File: src/rtl/arbitro_mult_pkg.sv
// Shared definitions for the round-robin multiplier scheduler.
// Provides the FSM state encoding and the default requester count and
// operand width used by arbitro_multiplicador and its picker.
package arbitro_mult_pkg;

  localparam int DEF_N_REQ = 4;
  localparam int DEF_W     = 4;

  localparam logic [1:0] S_IDLE  = 2'd0;
  localparam logic [1:0] S_START = 2'd1;
  localparam logic [1:0] S_WAIT  = 2'd2;
  localparam logic [1:0] S_RESP  = 2'd3;

  typedef enum logic [1:0] {
    IDLE  = S_IDLE,
    START = S_START,
    WAIT  = S_WAIT,
    RESP  = S_RESP
  } state_t;

endpackage

File: src/rtl/arbitro_rr.sv
// Combinational round-robin picker.
// Ports:
//   Req     - request vector, one bit per requester
//   ptr     - requester index with the highest priority this round
//   gnt     - one-hot grant: first asserted Req at or after ptr (cyclic)
//   idx     - binary index of the granted requester
//   req_any - at least one request is pending
// The ptr register itself lives in the parent.
module arbitro_rr #(
  parameter  int N_REQ = 4,
  localparam int IW    = $clog2(N_REQ)
) (
  input  logic [N_REQ-1:0] Req,
  input  logic [IW-1:0]    ptr,
  output logic [N_REQ-1:0] gnt,
  output logic [IW-1:0]    idx,
  output logic             req_any
);

  always_comb begin
    int          j;
    logic [IW-1:0] jj;
    logic        found;
    gnt     = '0;
    idx     = '0;
    found   = 1'b0;
    j       = 0;
    jj      = '0;
    req_any = |Req;
    for (int k = 0; k < N_REQ; k++) begin
      // Walk the requesters starting at ptr and wrapping at N_REQ.
      j  = (int'(ptr) + k) % N_REQ;
      jj = IW'(j);
      if (!found && Req[jj]) begin
        found   = 1'b1;
        gnt[jj] = 1'b1;
        idx     = jj;
      end
    end
  end

endmodule

File: src/rtl/arbitro_multiplicador.sv
// Round-robin scheduler sharing one sequential shift-add multiplier core
// (St/Idle/Done handshake) between N_REQ requesters.
//
// Ports:
//   Clk, Rst            - clock, synchronous active-high reset
//   Req                 - per-requester request level
//   Multiplicando_In    - packed operand A, slice i for requester i
//   Multiplicador_In    - packed operand B, same packing
//   Ack                 - one-hot 1-cycle pulse, operands of requester i taken
//   Produto_Out         - last product, held until the next result
//   Valid_Out, Valid_Id - 1-cycle result strobe and requester index
//   Busy                - high whenever the FSM is not IDLE
//   Mult_St             - start to the core
//   Mult_Multiplicando  - latched operand A to the core
//   Mult_Multiplicador  - latched operand B to the core
//   Mult_Idle, Mult_Done, Mult_Produto - core status and product
//
// Build option ARB_ZERO_BYPASS_EN: a grant with a zero operand skips the
// core and reports product 0 directly (Ack at t, Valid_Out at t+1).
//
// state | meaning
// IDLE  | waiting for a request (and an idle core for non-bypass grants)
// START | Mult_St high until the core drops Mult_Idle
// WAIT  | waiting for Mult_Done, product captured on it
// RESP  | Valid_Out pulse, ptr advances past the served requester
module arbitro_multiplicador
  import arbitro_mult_pkg::*;
#(
  parameter  int N_REQ = DEF_N_REQ,
  parameter  int W     = DEF_W,
  localparam int IW    = $clog2(N_REQ)
) (
  input  logic               Clk,
  input  logic               Rst,
  input  logic [N_REQ-1:0]   Req,
  input  logic [N_REQ*W-1:0] Multiplicando_In,
  input  logic [N_REQ*W-1:0] Multiplicador_In,
  output logic [N_REQ-1:0]   Ack,
  output logic [2*W-1:0]     Produto_Out,
  output logic               Valid_Out,
  output logic [IW-1:0]      Valid_Id,
  output logic               Busy,
  output logic               Mult_St,
  output logic [W-1:0]       Mult_Multiplicando,
  output logic [W-1:0]       Mult_Multiplicador,
  input  logic               Mult_Idle,
  input  logic               Mult_Done,
  input  logic [2*W-1:0]     Mult_Produto
);

  state_t state_q, state_d;

  logic [IW-1:0]    ptr_q;
  logic [IW-1:0]    id_q;
  logic [N_REQ-1:0] rr_gnt;
  logic [IW-1:0]    rr_idx;
  logic             rr_any;
  logic [W-1:0]     sel_a, sel_b;
  logic             zero_op;
  logic             byp_q;

  logic grant, take_byp, cap, resp_done;

  arbitro_rr #(.N_REQ(N_REQ)) u_rr (
    .Req     (Req),
    .ptr     (ptr_q),
    .gnt     (rr_gnt),
    .idx     (rr_idx),
    .req_any (rr_any)
  );

  always_comb begin
    sel_a = '0;
    sel_b = '0;
    for (int i = 0; i < N_REQ; i++) begin
      if (rr_gnt[i]) begin
        sel_a = Multiplicando_In[i*W +: W];
        sel_b = Multiplicador_In[i*W +: W];
      end
    end
  end

`ifdef ARB_ZERO_BYPASS_EN
  assign zero_op = (sel_a == '0) || (sel_b == '0);

  // byp_q marks the first RESP cycle of a bypass grant: that cycle carries
  // the Ack, so the Valid_Out strobe is held back one cycle.
  always_ff @(posedge Clk) begin
    if (Rst) begin
      byp_q <= 1'b0;
    end else if (take_byp) begin
      byp_q <= 1'b1;
    end else if (state_q == RESP) begin
      byp_q <= 1'b0;
    end
  end
`else
  assign zero_op = 1'b0;
  assign byp_q   = 1'b0;
`endif

  always_ff @(posedge Clk) begin
    if (Rst) begin
      state_q <= IDLE;
    end else begin
      state_q <= state_d;
    end
  end

  always_comb begin
    state_d   = state_q;
    grant     = 1'b0;
    take_byp  = 1'b0;
    cap       = 1'b0;
    resp_done = 1'b0;
    Busy      = (state_q != IDLE);
    Mult_St   = 1'b0;
    Valid_Out = 1'b0;
    case (state_q)
      IDLE: begin
        if (rr_any) begin
          if (zero_op) begin
            grant    = 1'b1;
            take_byp = 1'b1;
            state_d  = RESP;
          end else if (Mult_Idle) begin
            grant   = 1'b1;
            state_d = START;
          end
        end
      end
      START: begin
        Mult_St = 1'b1;
        if (!Mult_Idle) state_d = WAIT;
      end
      WAIT: begin
        if (Mult_Done) begin
          cap     = 1'b1;
          state_d = RESP;
        end
      end
      RESP: begin
        if (!byp_q) begin
          Valid_Out = 1'b1;
          resp_done = 1'b1;
          state_d   = IDLE;
        end
      end
      default: state_d = IDLE;
    endcase
  end

  always_ff @(posedge Clk) begin
    if (Rst) begin
      Ack                <= '0;
      ptr_q              <= '0;
      id_q               <= '0;
      Produto_Out        <= '0;
      Valid_Id           <= '0;
      Mult_Multiplicando <= '0;
      Mult_Multiplicador <= '0;
    end else begin
      Ack <= '0;
      if (grant) begin
        Ack                <= rr_gnt;
        id_q               <= rr_idx;
        Mult_Multiplicando <= sel_a;
        Mult_Multiplicador <= sel_b;
      end
      if (take_byp) begin
        Produto_Out <= '0;
        Valid_Id    <= rr_idx;
      end
      if (cap) begin
        Produto_Out <= Mult_Produto;
        Valid_Id    <= id_q;
      end
      if (resp_done) begin
        ptr_q <= (id_q == IW'(N_REQ - 1)) ? '0 : id_q + IW'(1);
      end
    end
  end

endmodule
File: config.mk
export PLATFORM = sky130hd
export DESIGN_NAME = arbitro_multiplicador
export DESIGN_NICKNAME = d
export VERILOG_FILES = /design/src/rtl/arbitro_mult_pkg.sv /design/src/rtl/arbitro_rr.sv /design/src/rtl/arbitro_multiplicador.sv
export SDC_FILE = /design/constraint.sdc
export NUM_CORES = 1
export LEC_CHECK = 0
export CORE_UTILIZATION = 42
export DETAILED_ROUTE_END_ITERATION = 12
export PLACE_DENSITY_LB_ADDON = 0.08
export SLEW_MARGIN = 15
export SYNTH_ARGS = -nofsm -noshare
export SYNTH_HDL_FRONTEND = slang
export SYNTH_SLANG_ARGS = --single-unit
export TNS_END_PERCENT = 1
File: constraint.sdc
create_clock -name Clk -period 3.2 [get_ports Clk]
set_clock_uncertainty 0.05 [all_clocks]
set_input_delay 0.32 -clock Clk [delete_from_list [all_inputs] [get_ports Clk]]
set_output_delay 0.32 -clock Clk [all_outputs]
set_load 0.01 [all_outputs]
======== Yosys cells after proc, flatten, opt, wreduce, memory -nomap -nowiden ========
Cells that the tools add are included.
storage, ports and cells
  register bits ........................... 28
  bits in latches ......................... 0
  RAM bits ................................ 0
  ROM bits ................................ 0
  bits of input ports ..................... 48
  output and inout bits ................... 25
  word-level logic and storage cells ...... 97
  memories ................................ 0
operators by class
  $add $sub $neg .......................... 4
  multiply operators ...................... 0
  div/mod/pow operators ................... 0
  $lt $le $gt $ge ......................... 8
  equality and inequality tests ........... 8
  shift operators ......................... 0
  muxes and demuxes ....................... 50
  bitwise logic cells ..................... 4
  reductions and logical operators ........ 15
operator list
  cell                                                         number
  two-way mux 4 bit                                            12
  two-way mux 2 bit                                            10
  two-way mux 1 bit                                            18
  less-than comparator 2 x 3 -> 1 bit (second input constant)  4
  OR 4 bit                                                     3
  binary-select mux 1 bit (select 2 bit)                       4
  demux 1 bit (select 2 bit)                                   4
  >= comparator 2 x 1 -> 1 bit (second input constant)         4
  two-way mux 8 bit                                            1
  != test 2 bit (second input constant)                        4
  one-hot mux 2 bit (4 select lines)                           1
  logical AND 1 bit                                            7
  equality test 2 bit (second input constant)                  3
  adder 2 x 1 -> 2 bit (second input constant)                 2
  adder 2 bit (second input constant)                          2
  AND reduction 4 bit                                          1
  OR reduction 4 bit                                           1
  logical NOT 1 bit                                            3
  equality test 2 x 1 -> 1 bit (second input constant)         1
  logical NOT 2 bit                                            1
  nonzero test 2 bit                                           1
  OR reduction 2 bit                                           1
  NOT 1 bit                                                    1

======== Logic depth before layout (Yosys ltp) ========
Gate-level depths: netlist (run 1).
  depth after elaboration ................. 16
  gate-level depth with buffers ........... 11
  depth with buffers taken out ............ 8

======== Modules after synthesis ========
Synthesis (run 1) repeated with hierarchy kept, for this count alone.
unflattened totals
  cell total of the unflattened synthesis .. 213
  area total of the unflattened synthesis .. 1833.0 sq um
modules (own cells, without submodules)
  module                 times used  cells an instance  area each (sq um)  sequential area each (sq um)
  arbitro_multiplicador  1           164                1421.4             560.5
  arbitro_rr             1           49                 411.6              0.0

======== Least setup slack after synthesis (run 1) ========
Ideal clock, no wire load.
  kind .................................... reg-to-reg
  from .................................... register ptr_q[1]
  to ...................................... register Mult_Multiplicador[0]
  setup time .............................. 0.124 ns
  arrival ................................. 2.730 ns
  required time ........................... 3.026 ns
  slack ................................... 0.296 ns
  stages on the path, launching flop included .. 12
  buffers on the path ..................... 3
  clock period less this slack ............ 2.904 ns
  cells stage by stage .................... dfxtp_1 > buf_2 > inv_1 > ha_1 > clkbuf_1 > mux4_2 > a211o_1 > o211ai_2 > or4b_1 > buf_2 > nor2_1 > nor4_1
between the ends
  cells in the longest elaborated chain, start to end .. 16
  elaborated cells on any way between the ends .. 51
  classes of those cells .................. add/sub (3); order compare (8); mux (27); bitwise (3); reduce/logical (10)
RTL lines
  item                                                                          RTL line                      text
  from (decl)                                                                   arbitro_multiplicador.sv:53   logic [IW-1:0] ptr_q;
  from (signal assigned)                                                        arbitro_multiplicador.sv:179  ptr_q <= (id_q == IW'(N_REQ - 1)) ? '0 : id_q + IW'(1);
  branches (longest 11 deep; another with less-than comparator 2 x 3 -> 1 bit)  --
  two-way mux 4 bit (*)                                                         arbitro_rr.sv:34              if (!found && Req[jj]) begin
  two-way mux 4 bit (3 in a row)                                                arbitro_multiplicador.sv:76   if (rr_gnt[i]) begin
  two-way mux 4 bit (*)                                                         arbitro_multiplicador.sv:76
  to (signal assigned)                                                          arbitro_multiplicador.sv:168  Mult_Multiplicador <= sel_b;
  to (decl)                                                                     arbitro_multiplicador.sv:45   output logic [W-1:0] Mult_Multiplicador,
Mark *: on every way between the ends. The select of a mux whose other input is x is not followed.
A chain may end at the register's enable or synchronous reset.

======== Final worst setup path (run 1) ========
  from .................................... register ptr_q[1]
  to ...................................... register Mult_Multiplicando[0]
between the ends
  cells in the longest elaborated chain, start to end .. 16
  elaborated cells on any way between the ends .. 51
  classes of those cells .................. add/sub (3); order compare (8); mux (27); bitwise (3); reduce/logical (10)
RTL lines
  item                                                                          RTL line                      text
  branches (longest 11 deep; another with less-than comparator 2 x 3 -> 1 bit)  --
  two-way mux 4 bit (*)                                                         arbitro_rr.sv:34
  two-way mux 4 bit (3 in a row)                                                arbitro_multiplicador.sv:76
  two-way mux 4 bit (*)                                                         arbitro_multiplicador.sv:76
  to (signal assigned)                                                          arbitro_multiplicador.sv:167  Mult_Multiplicando <= sel_a;
  to (decl)                                                                     arbitro_multiplicador.sv:44   output logic [W-1:0] Mult_Multiplicando,
Marked as above.

==> metrics.yaml, run 1 <==
outcome:
  status: "complete, no violations"
power:
  comb_power_share_pct: 48.9
  switching_share_pct: 36.12
  powerDensity_mw_per_mm2: 582.2
  vdd_ir_drop_max_mv: 0.4002
  leakagePower_nw: 0.9340
  seq_power_share_pct: 32.1
  intPower_mw: 0.9372
  clock_power_share_pct: 19.0
  power.total_mw: 1.467
  switchingPower_mw: 0.5299
yosys:
  synth.distinct_cells: 37
  avgSynthCellArea_um2: 8.321
  synth_seq_cells: 28
  syn_area_mm2: 0.001714
  synth_fp_nets: 266
  yosys_warnings: 0
  synth-seq-area-share_pct: 32.70
  synthCells: 206
worst_setup_path:
  crit_required_ns: 3.32
  crit_cells: 8
  worstPathArrival_ns: 2.94
  r2r_setup_slack_ns: 0.37
  critPathMaxStageDelay_ns: 0.63
  path_cells: "inv_1, ha_1, mux4_2, a211o_1, o211ai_2, or4b_1, nor2_1, nor4_1"
  cp.buffers_inverters: 1
  slowest_stage: "or4b_1"
  path_class: "flop to flop"
  crit_path_end: "Mult_Multiplicando[0]"
  rr_worst_depth: 8
  end_kind: "flop"
  startpoint: "ptr_q[1]"
  rr_endpoint: "Mult_Multiplicando[0]"
  path_max_fanout: 8
  startpoint_type: "flop"
  r2r_start: "ptr_q[1]"
  path_delay_family: "simple AND/OR/NAND/NOR gates"
global_route:
  grt_pass1_wl_um: 7521
  grt_pass1_vias: 1651
  grt-ovfl-total: 0
  grt_max_degree: 29
  antenna_found_initial: 0
  track_usage_pct: 22.23
finish:
  final_cell_mix: "clkdlybuf4s50_1 (72), dfxtp_1 (28), nand2_1 (25)"
  nets: 331
  drive_above_1_share_pct: 6.296
  post-route-util_pct: 66.34
  area.growth.synth_to_final_pct: 47.01
  stdcell_count: 318
  diodes: 0
  final_area_mm2: 0.002520
  layout_commonest_cell: "clkdlybuf4s50_1"
drt:
  vias_per_cell: 5.475
  first_iter_violations: 183
  drt_wl_total_um: 4659
  first_pass_iters: 4
  drc_errors: 0
  routedWlPerCell_um: 14.65
  ant_nets: 0
  via_count: 1741
clocking:
  clock-root-buffer: "clkbuf_8"
  cts_setup_buffers: 0
  cts.repair.resized: 0
  clock_path_buffers: 2
  cts_tree: "built"
  postCtsHoldBufs: 0
  clk_pin_slew_worst_paths_ns: 0.10
  cts-buffers-inserted: 3
  clk_latency_ns: 0.27
  cts.sinks: 28
  cts_max_level: 1
floorplan:
  num_rows: 22
  core_region_area_mm2: 0.003799
  die_y_um: 65.89
  pin_count: 73
  start_util_pct: 45.13
  die_x_um: 65.89
  dieArea_mm2: 0.004341
placed_design:
  routabilityCongestion: 0.9199
  dpl-instance-area_mm2: 0.002449
  portBuffers: 72
  dp.cells: 314
  hpwlAfterDp_um: 3431
  pre_cts_ws_ns: 0.1906
timing:
  whs_ns: 0.4102
  setup_tns_ns: 0
  setup_viol: 0
  clock.fmax_mhz: 353.4
  slew_headroom_pct: 34.46
  drv_slew: 0
  fin_crit_ns: 2.830
  setup_slack_ns: 0.3704
  rsz0062_at_grt: "no"
  finalHoldViolCount: 0
  min_period_over_period_pct: 88.43
  tightest_slew_ns: 0.9800
worst_hold_path:
  hp-class: "flop to flop"
run:
  cap_violations: 0
==> state kept, by name, summed over array words and instances, names as in the netlist <==
name                count
Ack                     4
Mult_Multiplicador      4
Mult_Multiplicando      4
Produto_Out             8
Valid_Id                2
id_q                    2
ptr_q                   2
state_q                 2
==> power by group through the flow <==
stage	combinational, mW	sequential (mW)	clock (mW)
2_1_floorplan	0.404	0.500	0
3_3_place_gp	0.705	0.476	0
3_5_place_dp	0.715	0.479	0
4_1_cts	0.718	0.471	0.284
5_1_grt	0.788	0.479	0.301
6_report	0.718	0.470	0.279
==> per-layer routing <==
layer | share of wire, % | global-route usage, %
met1 | 47 | 28.89
met2 | 46 | 37.76
met3 | 6.0 | 4.483
met4 | 0.43 | 4.348
met5 | 0 | 0
==> synth_stat cells <==
master,number,area [um2]
buf_6,1,11.26
a2111oi_2,1,15.01
nand3b_1,2,15.01
a21oi_1,19,95.09
clkbuf_1,10,37.54
o21ai_0,3,15.01
nor2b_1,2,12.51
inv_1,11,41.29
nor3b_1,2,15.01
a21oi_2,1,8.760
a222oi_1,2,20.02
nand3_1,3,15.01
o41ai_1,1,8.760
nor3_1,10,50.05
nor2_1,20,75.07
a311oi_1,1,8.760
mux2i_1,4,40.04
buf_2,3,15.01
a211oi_1,2,15.01
clkbuf_2,1,5.000
or4b_1,1,10.01
ha_1,12,150.1
nand2_1,25,93.84
o211ai_2,2,25.02
a211o_1,2,17.52
mux4_2,4,90.09
nor4_1,8,50.05
and2_1,2,12.51
and2b_1,1,7.510
o211a_1,1,10.01
nor2_2,1,6.260
o221ai_1,2,17.52
o21bai_1,8,60.06
a221oi_1,8,70.07
dfxtp_1,28,560.5
or4_1,1,7.510
or2_2,1,6.260
==> final cells by class <==
class | instances | area [um2]
inverter | 11 | 41.29
clock buffer | 3 | 41.29
clock inverter | 1 | 30.03
tap | 48 | 60.06
fill | 342 | 1279
sequential | 28 | 560.5
multi-input combinational | 152 | 1044
timing repair buffer | 75 | 743.2
==> worst min-delay path, stage by stage, from the launching register on <==
cell     delay (ns)
dfxtp_1        0.32
nand2_1        0.05
a21oi_1        0.05
==> kinds of logic (layout without fill, tap and decap cells) <==
group / Yosys count / in the layout / synth area share (%)
compound gates: 53 / 53 / 22.55
fa+ha+maj: 12 / 12 / 8.759
buf+inv: 26 / 90 / 6.423
flops: 28 / 28 / 32.70
mux: 8 / 8 / 7.592
simple gates: 79 / 79 / 21.97
==> how the worst min path moves through the flow <==
stage / startpoint / endpoint / cells past startpoint
floorplan: id_q[1] / Valid_Id[1] / 2
global placement: Valid_Id[0] / Valid_Id[0] / 2
detailed placement: Valid_Id[1] / Valid_Id[1] / 2
CTS: Valid_Id[1] / Valid_Id[1] / 2
global route: Produto_Out[3] / Produto_Out[3] / 2
finish: Valid_Id[1] / Valid_Id[1] / 2
No activity file was read; power rests on OpenSTA's default activity.
==> inputs of run 2 (changes only) <==
--- a/config.mk
+++ b/config.mk
@@ -6,8 +6,10 @@
 export NUM_CORES = 1
 export LEC_CHECK = 0
 export CORE_UTILIZATION = 42
+export CTS_CLUSTER_SIZE = 12
 export DETAILED_ROUTE_END_ITERATION = 12
 export PLACE_DENSITY_LB_ADDON = 0.08
+export SETUP_SLACK_MARGIN = 0.15
 export SLEW_MARGIN = 15
 export SYNTH_ARGS = -nofsm -noshare
 export SYNTH_HDL_FRONTEND = slang
==> constraint.sdc (replaced) <==
create_clock -name Clk -period 2.8 [get_ports Clk]
set_clock_uncertainty 0.05 [all_clocks]
set_input_delay 0.28 -clock Clk [delete_from_list [all_inputs] [get_ports Clk]]
set_output_delay 0.28 -clock Clk [all_outputs]
set_load 0.01 [all_outputs]
==> metrics.yaml, run 2 (synthesis gave the netlist of run 1 again) <==
placed_design:
  routabilityCongestion: 0.8995
  dpl-instance-area_mm2: 0.002628
  portBuffers: 72
  hpwlAfterDp_um: 3669
clocking:
  clk_pin_slew_worst_paths_ns: 0.10
  cts_max_level: 1
  clock_path_buffers: 2
  cts.sinks: 28
  postCtsHoldBufs: 0
  cts-buffers-inserted: 3
  clock-root-buffer: "clkbuf_8"
  clk_latency_ns: 0.26
  cts_tree: "built"
timing:
  fin_crit_ns: 2.554
  tightest_slew_ns: 0.7676
  clock.fmax_mhz: 391.5
  setup_viol: 0
  finalHoldViolCount: 0
  drv_slew: 0
  rsz0062_at_grt: "yes"
  min_period_over_period_pct: 91.22
  whs_ns: 0.4106
  slew_headroom_pct: 48.67
global_route:
  antenna_found_initial: 0
  track_usage_pct: 22.76
  grt_pass1_vias: 1721
  grt_max_degree: 21
  grt_pass1_wl_um: 7728
  grt-ovfl-total: 0
finish:
  layout_commonest_cell: "clkdlybuf4s50_1"
  area.growth.synth_to_final_pct: 61.68
  largest_reg_flops: 8
  final_cell_mix: "clkdlybuf4s50_1 (72), buf_4 (28), dfxtp_1 (26)"
  diodes: 0
  top_register: "Produto_Out"
  final_area_mm2: 0.002771
  n_fill_cell: 323
  nets: 357
  drive_above_1_share_pct: 16.55
worst_hold_path:
  holdPathEnd: "Produto_Out[4]"
  min_path_cells: 2
  hp-class: "flop to flop"
  worstHoldStart: "Produto_Out[4]"
worst_setup_path:
  path_class: "flop to flop"
  path_max_fanout: 8
  r2r_setup_slack_ns: 0.25
  crit_required_ns: 2.92
  rr_worst_depth: 10
  startpoint_type: "flop"
  worstPathArrival_ns: 2.67
  rr_endpoint: "Mult_Multiplicador[3]"
  end_kind: "flop"
  r2r_start: "ptr_q[1]"
power:
  leakagePower_nw: 1.067
  powerDensity_mw_per_mm2: 651.8
  vdd_ir_drop_max_mv: 0.3592
floorplan:
  die_y_um: 65.89
  pin_count: 73
  num_rows: 22
  dieArea_mm2: 0.004341
  start_util_pct: 45.13
  core_region_area_mm2: 0.003799
  die_x_um: 65.89
drt:
  vias_per_cell: 5.288
  routedWlPerCell_um: 13.94
  first_pass_iters: 4
  first_iter_violations: 89
  ant_nets: 0
  via_count: 1819
  drt_wl_total_um: 4797
  drc_errors: 0
run:
  cap_violations: 0
outcome:
  status: "complete, no violations"
[run 2: worst max path at each step]
stage	start	end	cells after the start
CTS	ptr_q[1]	Mult_Multiplicando[2]	10
global placement	Req[0]	Mult_Multiplicador[0]	7
finish	ptr_q[1]	Mult_Multiplicador[3]	10
global route	ptr_q[1]	Mult_Multiplicando[2]	10
floorplan	ptr_q[0]	Mult_Multiplicador[0]	11
detailed placement	Req[1]	Mult_Multiplicador[3]	8
[run 2: layer usage]
layer / vias up / wire length [um] / global-route usage [%]
li1: 923 / - / -
met4: 0 / 34 / 4.891
met1: 832 / 2274 / 29.57
met2: 60 / 2176 / 39.29
met3: 4 / 311 / 3.448
met5: - / 0 / 0
[run 2: where the power goes]
group,switching (mW),leakage [nW],internal [mW]
clock,0.127,0.0357,0.191
sequential,0.0538,0.230,0.486
combinational,0.455,0.802,0.493
total,0.636,1.07,1.17
[run 2: cell type report]
type / instances / area (um2) / share of cell area, %
Multi-Input combinational cell: 152 / 1091 / 39.37
Timing Repair Buffer: 101 / 942.2 / 34.00
Sequential cell: 28 / 565.5 / 20.41
Tap cell: 48 / 60.06 / 2.167
Clock buffer: 3 / 41.29 / 1.490
Inverter: 11 / 41.29 / 1.490
Clock inverter: 1 / 30.03 / 1.084
[run 2: what timing repair did]
action	CTS	global route
buffers inserted	0	3
pin swaps	0	2
setup endpoints to repair	1	8
resized for setup	1	6
cloned	0	0
[run 2: stage by stage]
stage	std cells	power (mW)	setup slack, ns	setup TNS [ns]	util (%)
after floorplan	206	1.046	0.1609	0	-
after global placement	337	1.437	0.006524	0	69.17
after detailed placement	337	1.446	-0.02475	-0.03798	69.17
after CTS	341	1.768	0.1963	0	71.15
after global routing	344	1.935	0.1214	0	72.96
final	344	1.806	0.2459	0	72.96
[run 2: critical path, cell delays in order, from the launching register on]
cell and delay [ns]:
dfxtp_4 0.38, inv_1 0.10, ha_4 0.30, mux4_2 0.37
a21oi_4 0.19, a2111oi_4 0.07, buf_4 0.15, or4b_1 0.49
buf_4 0.18, nor2_1 0.11, nor4_1 0.07
